$ cat config.mk
export PLATFORM = sky130hd
export DESIGN_NAME = mem_rd_arbiter
export DESIGN_NICKNAME = d
export VERILOG_FILES = /design/src/rtl/mem_arb_pkg.sv /design/src/rtl/rr_arb2.sv /design/src/rtl/mem_rd_arbiter.sv
export SDC_FILE = /design/constraint.sdc
export NUM_CORES = 1
export LEC_CHECK = 0
export ABC_AREA = 1
export CELL_PAD_IN_SITES_DETAIL_PLACEMENT = 1
export CELL_PAD_IN_SITES_GLOBAL_PLACEMENT = 2
export CORE_MARGIN = 1.5
export CORE_UTILIZATION = 10
export CTS_BUF_LIST = sky130_fd_sc_hd__clkbuf_16
export DETAILED_ROUTE_END_ITERATION = 10
export GPL_TIMING_DRIVEN = 1
export PLACE_DENSITY_LB_ADDON = 0.3
export SKIP_CTS_REPAIR_TIMING = 1
export SYNTH_ARGS = -nofsm -noshare
export SYNTH_HDL_FRONTEND = slang
export SYNTH_SLANG_ARGS = --single-unit
$ cat constraint.sdc
create_clock -name CLK -period 1.15 [get_ports CLK]
set_input_delay 0.23 -clock CLK [delete_from_list [all_inputs] [get_ports CLK]]
set_output_delay 0.23 -clock CLK [all_outputs]
set_load 0.01 [all_outputs]
$ cat src/rtl/mem_arb_pkg.sv
// rtl/mem_arb_pkg.sv - shared types and latency bounds for the memory read arbiter
//
// Purpose: channel id enum, in-flight tag struct and the legal RD_LAT range,
//          imported by rr_arb2 and mem_rd_arbiter.
// Ports:   none (package).
package mem_arb_pkg;

  // Channel identity; CH1 = instruction fetch, CH2 = data load.
  typedef enum logic {
    CH1 = 1'b0,
    CH2 = 1'b1
  } ch_id_e;

  // One entry of the read-tag pipeline.
  typedef struct packed {
    logic   valid;
    ch_id_e owner;
  } tag_t;

  localparam int RD_LAT_MIN = 1;
  localparam int RD_LAT_MAX = 4;

endpackage

$ cat src/rtl/rr_arb2.sv
// rtl/rr_arb2.sv - two-way round-robin arbiter with last-grant pointer
//
// Purpose: grants at most one of two requesters per cycle; on contention the
//          channel not granted most recently wins.
// Ports:   clk    - clock, rising edge
//          rst_n  - asynchronous active-low reset
//          req    - request vector, bit 0 = CH1, bit 1 = CH2
//          gnt    - grant vector, one-hot or zero, combinational from req
module rr_arb2
  import mem_arb_pkg::*;
(
  input  logic       clk,
  input  logic       rst_n,
  input  logic [1:0] req,
  output logic [1:0] gnt
);

  ch_id_e last_q;
  ch_id_e last_d;

  always_comb begin
    gnt = req;
    if (req == 2'b11) begin
      gnt = (last_q == CH2) ? 2'b01 : 2'b10;
    end
  end

  // Pointer only moves when something is granted; idle cycles keep history.
  always_comb begin
    last_d = last_q;
    if (gnt[0]) begin
      last_d = CH1;
    end else if (gnt[1]) begin
      last_d = CH2;
    end
  end

  // Reset to "CH2 last" so CH1 wins the first contention.
  always_ff @(posedge clk or negedge rst_n) begin
    if (!rst_n) begin
      last_q <= CH2;
    end else begin
      last_q <= last_d;
    end
  end

endmodule

$ cat src/rtl/mem_rd_arbiter.sv
// rtl/mem_rd_arbiter.sv - round-robin share of one synchronous-read memory port between two read channels
//
// Purpose: arbitrates RCH1/RCH2 onto MEM_EN/MEM_ADDR, tracks the owner of each
//          in-flight read in an RD_LAT-deep tag pipeline and steers MEM_DATA
//          back with a per-channel valid strobe.
// Ports:   CLK, RSTN                      - clock, async active-low reset
//          RCHx_REQ, RCHx_ADDR            - channel read request and byte address
//          RCHx_GNT                       - request accepted this cycle (stall when 0)
//          RCHx_VALID, RCHx_DATA          - returned read data strobe and data
//          MEM_EN, MEM_ADDR, MEM_DATA     - memory port; data RD_LAT cycles after MEM_EN
module mem_rd_arbiter
  import mem_arb_pkg::*;
#(
  parameter int ADDR_W = 32,
  parameter int DATA_W = 32,
  parameter int RD_LAT = 1
) (
  input  logic              CLK,
  input  logic              RSTN,
  input  logic              RCH1_REQ,
  input  logic [ADDR_W-1:0] RCH1_ADDR,
  output logic              RCH1_GNT,
  output logic              RCH1_VALID,
  output logic [DATA_W-1:0] RCH1_DATA,
  input  logic              RCH2_REQ,
  input  logic [ADDR_W-1:0] RCH2_ADDR,
  output logic              RCH2_GNT,
  output logic              RCH2_VALID,
  output logic [DATA_W-1:0] RCH2_DATA,
  output logic              MEM_EN,
  output logic [ADDR_W-1:0] MEM_ADDR,
  input  logic [DATA_W-1:0] MEM_DATA
);

  if (RD_LAT < RD_LAT_MIN || RD_LAT > RD_LAT_MAX) begin : g_bad_rd_lat
    $error("mem_rd_arbiter: RD_LAT must be within 1..4");
  end

  logic [1:0] req;
  logic [1:0] gnt;

  // Requests are masked while reset is asserted so nothing is granted then.
  assign req = {RCH2_REQ, RCH1_REQ} & {2{RSTN}};

  rr_arb2 u_rr_arb2 (
    .clk   (CLK),
    .rst_n (RSTN),
    .req   (req),
    .gnt   (gnt)
  );

  assign RCH1_GNT = gnt[0];
  assign RCH2_GNT = gnt[1];
  assign MEM_EN   = |gnt;

  always_comb begin
    MEM_ADDR = '0;
    if (gnt[0]) begin
      MEM_ADDR = RCH1_ADDR;
    end else if (gnt[1]) begin
      MEM_ADDR = RCH2_ADDR;
    end
  end

  // Tag pipeline: stage 0 captures this cycle's grant, later stages age it so
  // the last stage lines up with MEM_DATA for that read.
  tag_t [RD_LAT-1:0] tag_q;
  tag_t [RD_LAT-1:0] tag_d;

  always_comb begin
    tag_d          = tag_q;
    tag_d[0].valid = MEM_EN;
    tag_d[0].owner = gnt[1] ? CH2 : CH1;
    for (int i = 1; i < RD_LAT; i++) begin
      tag_d[i] = tag_q[i-1];
    end
  end

  // Clearing every stage drops reads that were in flight at reset.
  always_ff @(posedge CLK or negedge RSTN) begin
    if (!RSTN) begin
      tag_q <= '0;
    end else begin
      tag_q <= tag_d;
    end
  end

  tag_t ret_tag;
  assign ret_tag = tag_q[RD_LAT-1];

  assign RCH1_VALID = ret_tag.valid && (ret_tag.owner == CH1);
  assign RCH2_VALID = ret_tag.valid && (ret_tag.owner == CH2);
  assign RCH1_DATA  = MEM_DATA;
  assign RCH2_DATA  = MEM_DATA;

endmodule

Word-level counts from Yosys, hierarchy flattened:

Cells that the tools add are included.

* register bits: 3
* bits of input ports: 100
* logic and storage cells: 17

* equality and inequality tests: 1
* muxes and demuxes: 7
* bitwise operators: 2
* reduce and logical (&&, ||, !) cells: 4

Operator list (count)
* $mux W32: 2
* $mux W2: 2
* $mux W1: 3
* $and A2 B2 Y2: 1
* $eq A2 B2 Y1 const B: 1
* $logic_and A1 B1 Y1: 2
* $reduce_bool A2 Y1: 1
* $reduce_or A2 Y1: 1
* $not A1 Y1: 1

Longest topological paths before layout:

Gate-level depths: netlist of the first run.

* depth in word-level cells: 5
* gate-level depth with buffers: 5

By module:

A second synthesis of the first run with hierarchy kept.

* cells, all modules: 194
* area, all modules: 1328.8 um2

By module, submodules not included
* mem_rd_arbiter: instances 1, cells each 183, area an instance 1263.7 um2
* rr_arb2: instances 1, cells each 11, area an instance 65.1 um2

Least setup slack after synthesis of the first run:

OpenSTA, ideal clock, no wires.

* path kind: register to output
* start: reg u_rr_arb2.last_q
* end: out MEM_ADDR[10]
* arrival time: 0.963 ns
* required time: 0.920 ns
* slack: -0.043 ns
* cell stages (with the launch flop): 6
* cell sequence: dfstp_2 inv_2 nand2_2 buf_6 nand3_1 nand2_1

* longest elaborated chain between the ends: 4

Ends and longest elaborated chain
* start: declaration: line rr_arb2.sv:18 `ch_id_e last_q;`
* start signal: assignment: line rr_arb2.sv:43 `last_q <= last_d;`
* $mux W2 (*): line rr_arb2.sv:24 `gnt = (last_q == CH2) ? 2'b01 : 2'b10;`
* $mux W2 (*): line rr_arb2.sv:23 `if (req == 2'b11) begin`
* $mux W32: line mem_rd_arbiter.sv:60 `end else if (gnt[1]) begin`
* $mux W32 (*): line mem_rd_arbiter.sv:58 `if (gnt[0]) begin`
* end: declaration: line mem_rd_arbiter.sv:31 `output logic [ADDR_W-1:0] MEM_ADDR,`

Mark *: on every way between the ends. The rest lies on a longest branch, timed or not.

Worst setup path after layout of the first run:

* start: reg u_rr_arb2.last_q
* end: out MEM_ADDR[21]

Same word-level chain as after synthesis.

==> flow_summary.ini, run 1 <==
[worst_setup_path]
rrSetupSlack_ns = 0.08
max_stage_delay_ns = 0.55
critPathKind = register to primary output
crit_family = flip-flops
path_cells = inv_4 > nand2_8 > clkbuf_16 > nand3_2 > nand2_2 > buf_6
critPathSlowestCell = dfstp_2
crit_fanout = 8
path_buf_inv = 3
timing.rr.end = u_rr_arb2.last_q
required_ns = 0.92
endpoint_kind = primary output
ff2ff_path_depth = 4
worstSetupStartpointType = register
r2r_start = u_rr_arb2.last_q
worstPathArrival_ns = 1.39

[floorplan]
die_h_um = 116
start_util_pct = 10.4
die_w_um = 116
dieArea_um2 = 13400
coreArea_um2 = 12200
ioPinCount = 201
row_count = 40

[yosys]
synth_cells = 191
ys_warn_count = 0
synth.area.mux_share_pct = 0
synth_compound_area_share_pct = 0.788
post_synth_num_cell_types = 16
synth-simple-area-share_pct = 41.8
synth_top_family_by_area = buffers and inverters
ys_ff_latch = 3
synth_adder_area_share_pct = 0
synth_xor_area_share_pct = 0
syn_nets = 291
syn-cell-area_um2 = 1270
yosysSeqAreaShare_pct = 6.01
synth.avg_cell_area_um2 = 6.65

[place]
gp_congestion = 0.593
numPortBuffers = 104
preCtsSetupSlack_ns = -0.900
place_area_um2 = 2170
dpl.hpwl_um = 3980
placed_cells = 400

[global_routing]
grt_max_degree = 19
antenna_found_initial = 0
grt_pass1_wl_um = 7480
grt_pass1_vias = 1548
track_usage_pct = 7.04
grt-ovfl-total = 0

[clocking]
clk_latency_ns = 0.23
clkTransAtPathRegs_ns = 0.03
tritoncts = done
clock-sinks = 3
cts_buffers = 3
cts.root.buffer_cell = clkbuf_16
clock_path_buffers = 2
cts_max_level = 1

[detailed_routing]
wirelength_met1_um = 2130
wl_met3_um = 490
drt_wl_total_um = 5360
drc_errors = 0
dr.pass1.iters = 3
via_per_inst = 3.36
dr.max_layer_used = met4
dr_wl_met2_um = 2570
antenna_left = 0
vias = 1367
drtIter0Drc = 13
routedWlPerCell_um = 13.2

[finish]
layout-drive-gt1-share_pct = 53.6
final_nets = 340
stdcell_area_um2 = 2500
layout.cells.non_filler = 407
antennaDiodeCount = 0
syn2layout_area_growth_pct = 96.9

[run_status]
status = finished, violations left
violations = hold timing, setup timing

[sta]
rsz0062_at_grt = yes
period_share_pct = 141
finClkSkew_ns = 0.0000625
max_slew.worst_pin.slew_ns = 0.158
hold-worst-slack_ns = -0.00481
max_slew_margin_pct = 89.4
finalHoldViolCount = 2
fmax_mhz = 618
worst_slack_ns = -0.467
setup_viol = 34
min_period_ns = 1.62
final-max-slew-violation-count = 0

[pwr]
peakVddDrop_mv = 0.501
power_per_cell_area_nw_per_um2 = 677
power_mw = 1.69
p_leak_nw = 1.09

[flow_run]
cap_viol_max_count = 0

[worst_hold_path]
hold_class = input pin to async pin
-- where the power goes --
group | total (mW) | internal (mW) | switching, mW
Clock | 0.558 | 0.450 | 0.109
Combinational | 1.01 | 0.575 | 0.430
Sequential | 0.130 | 0.121 | 0.00893
Total | 1.69 | 1.15 | 0.548
-- worst register-to-register path, cell delays in order, from the launching register on --
cell and delay [ns]:
dfstp_2 0.55, nand2_2 0.10, buf_12 0.17, nand2_1 0.09, o21ai_0 0.09
-- cells in the mapped netlist (all sizes together) --
cell type,number,area share [%]
a21oi,1,0.39
buf,76,49
clkinv,2,1.1
dfrtp,2,3.9
dfstp,1,2.1
inv,4,1.2
nand2,39,12
nand3,64,29
nor2,1,0.30
o21ai,1,0.39
-- through the flow --
stage	util [%]	TNS [ns]
floorplan	-	-0.272
global placement	17.8	-31.07
detailed placement	17.8	-31.03
CTS	18.5	-31.18
global route	20.5	-16.71
finish	20.5	-14.70
-- cells in the final DEF (no fill, tap or decap), drive strengths merged --
| master | count |
|---|---|
| clkinv | 2 |
| o21ai | 1 |
| nand2 | 39 |
| inv | 5 |
| a21oi | 1 |
| buf | 45 |
| nor2 | 1 |
| dlymetal6s2s | 5 |
| clkdlybuf4s50 | 64 |
| nand3 | 64 |
| clkbuf | 9 |
| dfrtp | 2 |
| dfstp | 1 |
-- flip-flops by register name (all words and copies together), names as in the netlist --
| name | cells |
|---|---|
| ret_tag | 2 |
| u_rr_arb2.last_q | 1 |
-- worst max-delay path by stage --
stage	start	end	slack (ns)	depth (start not counted)
global route	u_rr_arb2.last_q	MEM_ADDR[21]	-0.53	6
global placement	RSTN	MEM_ADDR[22]	-0.91	7
detailed placement	RSTN	MEM_ADDR[26]	-0.90	7
floorplan	u_rr_arb2.last_q	MEM_ADDR[10]	-0.009	5
CTS	RSTN	MEM_ADDR[26]	-0.90	7
finish	u_rr_arb2.last_q	MEM_ADDR[21]	-0.47	6
-- metal layers --
| layer | global-route usage, % | vias to the layer above |
|---|---|---|
| li1 | - | 657 |
| met4 | 3.17 | 0 |
| met5 | 0 | - |
| met3 | 2.56 | 25 |
| met2 | 12.0 | 67 |
| met1 | 7.84 | 618 |
-- kinds of logic after synthesis --
logic type,Yosys count
and+or+nand+nor,104
DFF,3
AOI/OAI and AO/OA,2
buffers and inverters,82
-- layout make-up --
type / count / area [um2]
Multi-Input combinational cell: 106 / 776
Timing Repair Buffer: 120 / 1330
Sequential cell: 3 / 76.3
Tap cell: 168 / 210
Clock inverter: 1 / 3.75
Fill cell: 1469 / 9710
Inverter: 6 / 31.3
Clock buffer: 3 / 75.1
No activity file was read; power rests on OpenSTA's default activity.
==> inputs of run 2 (changes only) <==
SYNTH_HIERARCHICAL = 1   (was default)
==> run 2 against run 1 <==
Clock power is 3% lower. The flow finishes with violations (setup timing). Power up 12%. Global-route usage decreased by 0.99 points. Register-to-register slack got worse by 0.38 ns. Synthesized cell count is 1.6% higher. Highest routed layer unchanged. Sequential share of layout area shrank 0.27 points. Critical endpoint is now MEM_ADDR[23]. Critical path type unchanged. Wire length down 1.3%. Sequential power grew 3%. Core utilization grew 0.99 points. Clock skew increased by 0.00069 ns. Non-clock buffer count up 30. Die area rose by 4.5%.
==> flow_summary.ini, run 2 <==
[yosys]
synth.avg_cell_area_um2 = 6.85
synth_top_area_cell = buf_4
synthArstFlopShare_pct = 100
synth_most_common_cell = nand2_1
ys_warn_count = 6
synth_cells = 194
synth-main-ff-cell = dfrtp_1
post_synth_num_cell_types = 13
synth.area.top_cells = buf_4, nand3_2, nand2_1
syn-cell-area_um2 = 1330
ys_ff_latch = 3
syn_nets = 294
synth-edff-count = 0
synth_top_area_share_pct = 38.4
yosysSeqAreaShare_pct = 5.74
ys_top_cells_by_count = nand2_1, buf_4, nand3_2, inv_1, buf_6

[worst_setup_path]
ff2ff_path_depth = 6
path_cells = buf_6 > a21oi_4 > buf_6 > clkbuf_16 > buf_6 > buf_6 > nand3_4 > nand2_2 > buf_6
critical_path_depth = 9
critPathSlowestCell = dfstp_2
max_stage_delay_ns = 0.54
endpoint_kind = primary output
worstSetupStartpointType = register
path_buf_inv = 6
path_common_cell = buf_6
rrSetupSlack_ns = -0.30
worstPathArrival_ns = 1.66
required_ns = 0.92
crit_family = buffers and inverters
crit_fanout = 4
critPathKind = register to primary output

[global_routing]
gr-usage-met1_pct = 7.05
grt_use_met3_pct = 1.50
use_met2_pct = 10.8
track_usage_pct = 6.05
grt-ovfl-total = 0
grt.busiest_layer = met2
antenna_found_initial = 0
grt_pass1_wl_um = 6980
grt_max_degree = 20
grt_pass1_vias = 1431

[clocking]
tritoncts = done
clk_latency_ns = 0.22
cts.root.buffer_cell = clkbuf_16
clock_path_buffers = 2
cts_max_level = 1
clock-sinks = 3
clkTransAtPathRegs_ns = 0.03
cts_buffers = 3

[detailed_routing]
vias = 1406
drc_errors = 0
routedWlPerCell_um = 11.9
drtIter0Drc = 19
drt_wl_total_um = 5290
antenna_left = 0
dr.pass1.iters = 4
via_per_inst = 3.16

[place]
gp_congestion = 0.639
preCtsSetupSlack_ns = -1.19
dpl.hpwl_um = 3680
place_area_um2 = 2220
numPortBuffers = 104

[pwr]
peakVddDrop_mv = 0.294
p_leak_nw = 1.27
power_per_cell_area_nw_per_um2 = 689

[sta]
finClkSkew_ns = 0.000751
min_period_ns = 1.89
setup_viol = 37
worst_slack_ns = -0.737
rsz0062_at_grt = yes
fmax_mhz = 530
max_slew_margin_pct = 82.5
period_share_pct = 164
max_slew.worst_pin.slew_ns = 0.263
finalHoldViolCount = 0
final-max-slew-violation-count = 0

[worst_hold_path]
hold_class = input pin to register
min_path_cells = 5

[flow_run]
cap_viol_max_count = 0

[run_status]
status = finished, violations left
violations = setup timing

[floorplan]
dieArea_um2 = 14000
row_count = 41
start_util_pct = 10.4
die_w_um = 118
die_h_um = 118
ioPinCount = 201
coreArea_um2 = 12800

[finish]
stdcell_area_um2 = 2740
multi_input_area_um2 = 728
antennaDiodeCount = 0
final_cell_mix = clkdlybuf4s50_1, buf_6, nand2_1, nand2_2, nand3_2
largest_reg_flops = 2
layout-drive-gt1-share_pct = 55.3
regArea_um2 = 76.3
final_nets = 374
nFillCells = 1491
syn2layout_area_growth_pct = 106
final_common_cell = clkdlybuf4s50_1
==> run 2: cell types whose count changed after synthesis, sizes merged <==
cell	change
nand2	+34
or2	+1
buf	-1
clkinv	-2
nand3	-32
inv	+4
o21ai	-1
==> run 2: logic make-up (layout without fill, tap and decap cells) <==
logic type | count (synthesis) | count (layout) | synth area share, %
flops | 3 | 3 | 5.74
simple gates | 107 | 107 | 44.7
buf+inv | 83 | 162 | 49.2
compound gates | 1 | 1 | 0.376
==> run 2: worst reg2reg max path, stage by stage, from the launching register on <==
cell	delay [ns]
dfstp_2	0.54
buf_6	0.11
a21oi_4	0.08
buf_12	0.14
buf_12	0.12
or2_1	0.22
buf_4	0.13
==> run 2: area by class of cell <==
type                            instances  area share [%]
Multi-Input combinational cell        108            26.6
Tap cell                              172            7.85
Clock buffer                            3            2.74
Clock inverter                          1           0.137
Timing Repair Buffer                  150            58.6
Sequential cell                         3            2.78
Inverter                                8            1.37
==> run 2: stage by stage <==
step | power [mW] | instances | hold WS, ns | util [%] | TNS (ns)
floorplan | 0.795 | 194 | -0.0656 | - | -6.45
global placement | 1.15 | 409 | 0.460 | 17.4 | -41.41
detailed placement | 1.15 | 409 | 0.460 | 17.4 | -41.71
CTS | 1.70 | 413 | 0.327 | 18.0 | -41.93
global route | 2.01 | 445 | 0.389 | 21.5 | -23.73
finish | 1.89 | 445 | 0.358 | 21.5 | -21.73
==> run 2: metal layers <==
| layer | share of wire [%] | vias up |
|---|---|---|
| met2 | 52 | 76 |
| met3 | 8.4 | 8 |
| met4 | 0.44 | 0 |
| met1 | 39 | 631 |
| met5 | 0 | - |
| li1 | - | 691 |
==> run 2: path summary, 6_finish.rpt <==
path | from | end
hold / removal | RCH2_REQ | u_rr_arb2/last_q
max in group asynchronous | RSTN | u_rr_arb2/last_q
setup / recovery | u_rr_arb2/last_q | MEM_ADDR[23]
hold reg to reg | u_rr_arb2/last_q | u_rr_arb2/last_q
min in group asynchronous | RSTN | ret_tag[1]
setup reg to reg | u_rr_arb2/last_q | ret_tag[1]
==> run 2: report_power, final <==
group / internal [mW] / total [mW] / switching, mW
Combinational: 0.728 / 1.22 / 0.489
Clock: 0.448 / 0.539 / 0.0915
Sequential: 0.125 / 0.134 / 0.00949
Total: 1.30 / 1.89 / 0.590
